## src/rtl/key_search_pkg.sv

```systemverilog
// Shared types and constants for the brute-force key-search controller.
package key_search_pkg;

  localparam int unsigned KEY_W = 24;

  // Printable ASCII window, inclusive on both ends.
  localparam logic [7:0] ASCII_MIN = 8'h20;
  localparam logic [7:0] ASCII_MAX = 8'h7E;

  typedef enum logic [3:0] {
    StIdle,
    StStart,
    StWaitBusy,
    StWaitDone,
    StCheck,
    StNext,
    StFound,
    StDoneFail,
    StDone
  } state_e;

  function automatic logic is_printable(input logic [7:0] b);
    return (b >= ASCII_MIN) && (b <= ASCII_MAX);
  endfunction

endpackage

```

## src/rtl/key_search_ctrl_if.sv

```systemverilog
// Bundle of the search handshake, the core en/rdy handshake and the plaintext read port.
interface key_search_ctrl_if;
  import key_search_pkg::*;

  logic             en;
  logic             rdy;
  logic             stop;
  logic [KEY_W-1:0] key;
  logic             key_valid;
  logic             core_en;
  logic             core_rdy;
  logic [7:0]       pt_addr;
  logic [7:0]       pt_rddata;

  // Controller side.
  modport master (
    input  en, stop, core_rdy, pt_rddata,
    output rdy, key, key_valid, core_en, pt_addr
  );

  // Environment side: search requester, decryption core and plaintext memory.
  modport slave (
    output en, stop, core_rdy, pt_rddata,
    input  rdy, key, key_valid, core_en, pt_addr
  );

endinterface

```

## src/rtl/pt_checker.sv

```systemverilog
// Reads the length-prefixed plaintext and checks every byte for printable ASCII.
// Reads are pipelined: one address per cycle, data returns two edges after the
// address register is loaded. Bytes are judged strictly in order, so the first
// failing byte ends the scan before any later byte can be considered.
module pt_checker
  import key_search_pkg::*;
(
  input  logic       clk,
  input  logic       rst_n,
  input  logic       start_i,
  input  logic [7:0] pt_rddata_i,
  output logic       done_o,
  output logic       pass_o,
  output logic [7:0] pt_addr_o
);

  logic       busy_q, busy_d;
  logic [7:0] addr_q, addr_d;
  // v1: addr_q holds a live read; v2/i2: read whose data is on pt_rddata_i now.
  logic       v1_q, v1_d;
  logic       v2_q, v2_d;
  logic [7:0] i2_q, i2_d;
  logic [7:0] len_q, len_d;
  logic       done_q, done_d;
  logic       pass_q, pass_d;
  logic       fin;
  logic       res;

  // Next-state: issue the next address, retire the returning byte, finish on a verdict.
  always_comb begin
    busy_d = busy_q;
    addr_d = addr_q;
    v1_d   = v1_q;
    v2_d   = v2_q;
    i2_d   = i2_q;
    len_d  = len_q;
    done_d = 1'b0;
    pass_d = pass_q;
    fin    = 1'b0;
    res    = 1'b0;
    if (start_i) begin
      busy_d = 1'b1;
      addr_d = 8'h00;
      v1_d   = 1'b1;
      v2_d   = 1'b0;
      pass_d = 1'b0;
    end else if (busy_q) begin
      v2_d = v1_q;
      i2_d = addr_q;
      // Speculative issue; bytes past len are ignored. Address stops at 255.
      if (addr_q != 8'hFF) begin
        addr_d = addr_q + 8'd1;
        v1_d   = 1'b1;
      end else begin
        v1_d   = 1'b0;
      end
      if (v2_q) begin
        if (i2_q == 8'h00) begin
          len_d = pt_rddata_i;
          if (pt_rddata_i == 8'h00) begin
            fin = 1'b1;
            res = 1'b1;
          end
        end else if (i2_q <= len_q) begin
          if (!is_printable(pt_rddata_i)) begin
            fin = 1'b1;
            res = 1'b0;
          end else if (i2_q == len_q) begin
            fin = 1'b1;
            res = 1'b1;
          end
        end
      end
      if (fin) begin
        busy_d = 1'b0;
        addr_d = 8'h00;
        v1_d   = 1'b0;
        v2_d   = 1'b0;
        done_d = 1'b1;
        pass_d = res;
      end
    end
  end

  // State registers.
  always_ff @(posedge clk or negedge rst_n) begin
    if (!rst_n) begin
      busy_q <= 1'b0;
      addr_q <= 8'h00;
      v1_q   <= 1'b0;
      v2_q   <= 1'b0;
      i2_q   <= 8'h00;
      len_q  <= 8'h00;
      done_q <= 1'b0;
      pass_q <= 1'b0;
    end else begin
      busy_q <= busy_d;
      addr_q <= addr_d;
      v1_q   <= v1_d;
      v2_q   <= v2_d;
      i2_q   <= i2_d;
      len_q  <= len_d;
      done_q <= done_d;
      pass_q <= pass_d;
    end
  end

  assign done_o    = done_q;
  assign pass_o    = pass_q;
  assign pt_addr_o = addr_q;

endmodule

```

## src/rtl/key_search_ctrl.sv

```systemverilog
// Brute-force key-search controller: runs the decryption core once per candidate
// key and accepts the first key whose plaintext is entirely printable.
module key_search_ctrl
  import key_search_pkg::*;
#(
  parameter logic [KEY_W-1:0] KEY_START = 24'h000000,
  parameter logic [KEY_W-1:0] KEY_STEP  = 24'h000001,
  parameter logic [KEY_W-1:0] KEY_MAX   = 24'hFFFFFF
) (
  input logic               clk,
  input logic               rst_n,
  key_search_ctrl_if.master bus_io
);

  state_e           state_q, state_d;
  logic [KEY_W-1:0] key_q, key_d;
  logic             key_valid_q, key_valid_d;
  logic             rdy_q, rdy_d;
  logic             core_en_q, core_en_d;
  logic             stop_q, stop_d;

  logic             chk_start;
  logic             chk_done;
  logic             chk_pass;
  logic [7:0]       chk_addr;

  // One extra bit so the last-key test never wraps.
  logic [KEY_W:0]   key_next_wide;
  logic             last_key;

  assign key_next_wide = {1'b0, key_q} + {1'b0, KEY_STEP};
  assign last_key      = key_next_wide > {1'b0, KEY_MAX};

  // Next-state and registered-output logic of the search FSM.
  always_comb begin
    state_d     = state_q;
    key_d       = key_q;
    key_valid_d = key_valid_q;
    rdy_d       = rdy_q;
    core_en_d   = 1'b0;
    stop_d      = stop_q;
    chk_start   = 1'b0;
    // Stop is only remembered here; it is acted on between core runs.
    if (state_q != StIdle && bus_io.stop) begin
      stop_d = 1'b1;
    end
    unique case (state_q)
      StIdle: begin
        if (bus_io.en) begin
          key_d       = KEY_START;
          key_valid_d = 1'b0;
          stop_d      = 1'b0;
          rdy_d       = 1'b0;
          state_d     = StStart;
        end
      end
      StStart: begin
        if (bus_io.core_rdy) begin
          core_en_d = 1'b1;
          state_d   = StWaitBusy;
        end
      end
      StWaitBusy: begin
        if (!bus_io.core_rdy) begin
          state_d = StWaitDone;
        end
      end
      StWaitDone: begin
        if (bus_io.core_rdy) begin
          chk_start = 1'b1;
          state_d   = StCheck;
        end
      end
      StCheck: begin
        if (chk_done) begin
          state_d = chk_pass ? StFound : StNext;
        end
      end
      StNext: begin
        if (stop_q || last_key) begin
          state_d = StDoneFail;
        end else begin
          key_d   = key_next_wide[KEY_W-1:0];
          state_d = StStart;
        end
      end
      StFound: begin
        key_valid_d = 1'b1;
        state_d     = StDone;
      end
      StDoneFail: begin
        key_valid_d = 1'b0;
        state_d     = StDone;
      end
      StDone: begin
        rdy_d   = 1'b1;
        state_d = StIdle;
      end
      default: begin
        state_d = StIdle;
      end
    endcase
  end

  // FSM and output registers.
  always_ff @(posedge clk or negedge rst_n) begin
    if (!rst_n) begin
      state_q     <= StIdle;
      key_q       <= KEY_START;
      key_valid_q <= 1'b0;
      rdy_q       <= 1'b1;
      core_en_q   <= 1'b0;
      stop_q      <= 1'b0;
    end else begin
      state_q     <= state_d;
      key_q       <= key_d;
      key_valid_q <= key_valid_d;
      rdy_q       <= rdy_d;
      core_en_q   <= core_en_d;
      stop_q      <= stop_d;
    end
  end

  pt_checker u_pt_checker (
    .clk         (clk),
    .rst_n       (rst_n),
    .start_i     (chk_start),
    .pt_rddata_i (bus_io.pt_rddata),
    .done_o      (chk_done),
    .pass_o      (chk_pass),
    .pt_addr_o   (chk_addr)
  );

  assign bus_io.rdy       = rdy_q;
  assign bus_io.key       = key_q;
  assign bus_io.key_valid = key_valid_q;
  assign bus_io.core_en   = core_en_q;
  assign bus_io.pt_addr   = chk_addr;

endmodule

```

## src/flat_wrapper.sv

```systemverilog
// flat-port wrapper written by rule: the top's interface ports become plain ports
module key_search_ctrl_flat import key_search_pkg::*;
#(
  parameter logic [KEY_W-1:0] KEY_START = 24'h000000,
  parameter logic [KEY_W-1:0] KEY_STEP  = 24'h000001,
  parameter logic [KEY_W-1:0] KEY_MAX   = 24'hFFFFFF
)
  (clk, rst_n, bus_io_en, bus_io_stop, bus_io_core_rdy, bus_io_pt_rddata, bus_io_rdy, bus_io_key, bus_io_key_valid, bus_io_core_en, bus_io_pt_addr);
  key_search_ctrl_if bus_io_i ();
  input logic clk;
  input logic rst_n;
  input wire logic [$bits(bus_io_i.en)-1:0] bus_io_en;
  input wire logic [$bits(bus_io_i.stop)-1:0] bus_io_stop;
  input wire logic [$bits(bus_io_i.core_rdy)-1:0] bus_io_core_rdy;
  input wire logic [$bits(bus_io_i.pt_rddata)-1:0] bus_io_pt_rddata;
  output wire logic [$bits(bus_io_i.rdy)-1:0] bus_io_rdy;
  output wire logic [$bits(bus_io_i.key)-1:0] bus_io_key;
  output wire logic [$bits(bus_io_i.key_valid)-1:0] bus_io_key_valid;
  output wire logic [$bits(bus_io_i.core_en)-1:0] bus_io_core_en;
  output wire logic [$bits(bus_io_i.pt_addr)-1:0] bus_io_pt_addr;
  assign bus_io_i.en = bus_io_en;
  assign bus_io_i.stop = bus_io_stop;
  assign bus_io_i.core_rdy = bus_io_core_rdy;
  assign bus_io_i.pt_rddata = bus_io_pt_rddata;
  assign bus_io_rdy = bus_io_i.rdy;
  assign bus_io_key = bus_io_i.key;
  assign bus_io_key_valid = bus_io_i.key_valid;
  assign bus_io_core_en = bus_io_i.core_en;
  assign bus_io_pt_addr = bus_io_i.pt_addr;
  key_search_ctrl #(.KEY_START(KEY_START), .KEY_STEP(KEY_STEP), .KEY_MAX(KEY_MAX)) u_core (.clk(clk), .rst_n(rst_n), .bus_io(bus_io_i));
endmodule
```

## config.mk

```make
export PLATFORM = sky130hd
export DESIGN_NAME = key_search_ctrl_flat
export DESIGN_NICKNAME = d
export VERILOG_FILES = /design/src/rtl/key_search_pkg.sv /design/src/rtl/key_search_ctrl_if.sv /design/src/rtl/pt_checker.sv /design/src/rtl/key_search_ctrl.sv /design/src/flat_wrapper.sv
export SDC_FILE = /design/constraint.sdc
export NUM_CORES = 1
export LEC_CHECK = 0
export BUFFER_PORTS_ARGS = -buffer_cell sky130_fd_sc_hd__clkbuf_2
export CORE_MARGIN = 8
export CORE_UTILIZATION = 64
export CTS_BUF_LIST = sky130_fd_sc_hd__clkbuf_4
export DETAILED_ROUTE_END_ITERATION = 6
export PLACE_DENSITY_LB_ADDON = 0.15
export SYNTH_ARGS = -nofsm -noshare
export SYNTH_HDL_FRONTEND = slang
export SYNTH_SLANG_ARGS = --single-unit
export TNS_END_PERCENT = 10
```

## constraint.sdc

```tcl
create_clock -name clk -period 6.3 [get_ports clk]
set_input_delay 0.945 -clock clk [delete_from_list [all_inputs] [get_ports clk]]
set_output_delay 0.945 -clock clk [all_outputs]
set_load 0.05 [all_outputs]
```

==> qor.csv <==
metric,value,unit
fin_crit_sh,64.2,%
hp-start,u_core.u_pt_checker.v1_q$_DFFE_PN0P_,
holdPathStages,2,
synth_compound_gate_area_share,18.4,%
ys_top_cells_by_area,"dfrtp_1, o21ai_0, nand2_1, ha_1, nor2_1",
antenna_found_initial,0,
clk_latency,420,ps
ant_nets,0,
grt_pass1_wl,14000,microns
netlist_instances,393,
die_w,89.8,microns
holdPathEnd,u_core.u_pt_checker.v1_q$_DFFE_PN0P_,
dpl_worst_slack,2330,ps
skew,15.5,ps
crit_path_start_kind,flip-flop,
synth_largest_area_cell,dfrtp_1,
cts_hold_buf,0,
area_growth,10.1,%
cts_buffer_depth,2,
numPortBuffers,47,
wl_per_cell,16.0,microns
clock-sinks,61,
yosysWarnings,0,
final_util,71.4,%
num-nets-final,455,
num_rows,27,
rsz0062_at_grt,no,
cts.repair.resized,0,
synth_top_area_share,43.1,%
grt_overflow,0,
rr_startpoint,u_core.bus_io.key[0]$_DFFE_PN0P_,
synthAdderAreaFrac,3.95,%
die_area,8060,sq um
dr.pass1.iters,5,
ios,48,
cap_violations,0,
yosysSeqAreaShare,43.9,%
insertedDiodeCount,0,
synthesis.nets,417,
setup_viol,0,
root_buffer,clkbuf_4,
place_area,3710,sq um
cts_made_buffers,9,
most-common-layout-cells,"dfrtp_1, clkbuf_2, o21ai_0, nand2_1, nor2_1",
synth-seq-cells,61,
vias_per_cell,6.19,
layout-drive-gt1-share,17.4,%
syn_area_per_cell,8.86,sq um
layout_commonest_cell,dfrtp_1,
clkTransAtPathRegs,100,ps
gp_congestion,0.864,
routed_wl,8150,microns
worst_setup_path_end_kind,flip-flop,
critPathTopFamily,simple AND/OR/NAND/NOR gates,
dp_hpwl,5710,microns
cp_slowest_cell,o21a_1,
worstPathArrival,4330,ps
outcome,completed,
drt-initial-drc-count,246,
reg2reg_depth,9,
min_period,4050,ps
fin_ws,2250,ps
fin_area,3830,sq um
irDropWorstVdd,0.232,mV
synth_xor_area_share,2.98,%
initial_core_util,64.8,%
hold_path_class,flip-flop to flip-flop,
grt_usage,20.6,%
power.leakage,0.00179,uW
grt_pass1_vias,2995,
post_cts_buffers,0,
worst_slew_pin_slew,1030,ps
path_buf_inv,0,
htreeDepth,3,
finalMaxSlewViolations,0,
die_h,89.8,microns
synthMuxAreaShare,2.59,%
synth_top_family_by_area,simple AND/OR/NAND/NOR gates,
cp_cell_sequence,ha_1 -> nand3_1 -> or4_1 -> xnor2_2 -> nand4_1 -> o21a_1 -> nand2_1 -> o311ai_0 -> o41ai_1,
cpPeakStageDelay,800,ps
slew_headroom,31.4,%
drc,0,
grt_max_degree,62,
synth_edf_count,0,
reg2reg_to,u_core.bus_io.key[18]$_DFFE_PN0P_,
tritoncts,done,
crit_type,flip-flop to flip-flop,
timing.fmax,0.247,GHz
crit_fanout,30,
pwr_density_cell,359,nW/um^2
worst_ep_required_time,6590,ps
synthFlopType,dfrtp_1,
synth_cell_types,50,
hold_viol,0,
synth_area,3480,sq um
yosys.area_share.simple,23.1,%
tns,0,ps
core_area,5370,sq um
async_flop_share,100,%
dr_total_vias,3147,
rrSetupSlack,2250,ps
report_power, final:
group	leakage, uW	total (uW)	switching, uW	internal [uW]
logic	0.000912	550	359	191
registers	0.000813	565	88.4	477
clock network	0.0000689	263	143	121
total	0.00179	1380	590	788
sequential cells by signal, summed over array words and instances (netlist names):
register and count:
u_core.u_pt_checker.len_q 8, u_core.u_pt_checker.pass_o 1, u_core.u_pt_checker.v2_q 1, u_core.bus_io.core_en 1
u_core.u_pt_checker.i2_q 8, u_core.state_q 4, u_core.u_pt_checker.pt_addr_o 8, u_core.bus_io.key_valid 1
u_core.stop_q 1, u_core.u_pt_checker.busy_q 1, u_core.bus_io.rdy 1, u_core.u_pt_checker.done_o 1
u_core.bus_io.key 24, u_core.u_pt_checker.v1_q 1
metal layers:
layer | vias up | GRT usage [%] | part of all wire [%]
li1 | 1515 | - | -
met1 | 1503 | 27.2 | 46
met2 | 110 | 30.5 | 46
met3 | 19 | 6.07 | 6.3
met4 | 0 | 9.03 | 1.9
met5 | - | 0 | 0
final cells by class:
cell class	instances	area (sq um)
clock inverters	6	53.8
inverters	18	67.6
clock buffers	10	75.1
well taps	72	90.1
flip-flops and latches	61	1530
multi-input cells	293	1780
repair buffers	48	243
fillers	426	1540
cell families after synthesis:
| kind of cell | count (synthesis) |
|---|---|
| muxes | 8 |
| DFF | 61 |
| xor gates and xnor gates | 11 |
| AOI/OAI and AO/OA | 104 |
| and+or+nand+nor | 159 |
| buffers and inverters | 39 |
| adders and majority gates | 11 |
metrics by stage:
step	std cells	hold slack (ps)	total power, uW
floorplan	393	468	1010
detailed placement	492	492	1120
global route	508	545	1480
global placement	492	481	1100
CTS	508	514	1390
finish	508	527	1380
worst reg2reg max path, stage by stage (launching register included):
cell	delay, ps
dfrtp_1	510
ha_1	320
nand3_1	170
or4_1	710
xnor2_2	180
nand4_1	90
o21a_1	800
nand2_1	560
o311ai_0	450
o41ai_1	130
cell usage after synthesis, drive strengths merged, types with 3 or more instances:
cell,n
a31oi,4
buf,8
dfrtp,60
mux2,8
a32o,4
xor2,6
inv,18
nor2b,6
and3,8
or3,6
nand2,38
xnor2,5
nand3,23
or4,4
a21oi,23
clkbuf,13
o21a,3
o31ai,9
nor4,6
nor3,7
nand2b,3
o211ai,3
o21ai,43
and2,4
ha,11
nor2,33
nand4,15
worst max path at each step:
stage,startpoint,end,slack (ps),cells past startpoint
floorplan,u_core.bus_io.key[0]$_DFFE_PN0P_,u_core.bus_io.key[18]$_DFFE_PN0P_,3300,11
global placement,u_core.bus_io.key[0]$_DFFE_PN0P_,u_core.bus_io.key[18]$_DFFE_PN0P_,2450,9
detailed placement,u_core.bus_io.key[0]$_DFFE_PN0P_,u_core.bus_io.key[18]$_DFFE_PN0P_,2330,9
CTS,u_core.bus_io.key[0]$_DFFE_PN0P_,u_core.bus_io.key[18]$_DFFE_PN0P_,2310,9
global route,u_core.bus_io.key[0]$_DFFE_PN0P_,u_core.bus_io.key[18]$_DFFE_PN0P_,1950,9
finish,u_core.bus_io.key[0]$_DFFE_PN0P_,u_core.bus_io.key[18]$_DFFE_PN0P_,2250,9
(Power assumes the default switching activity.)
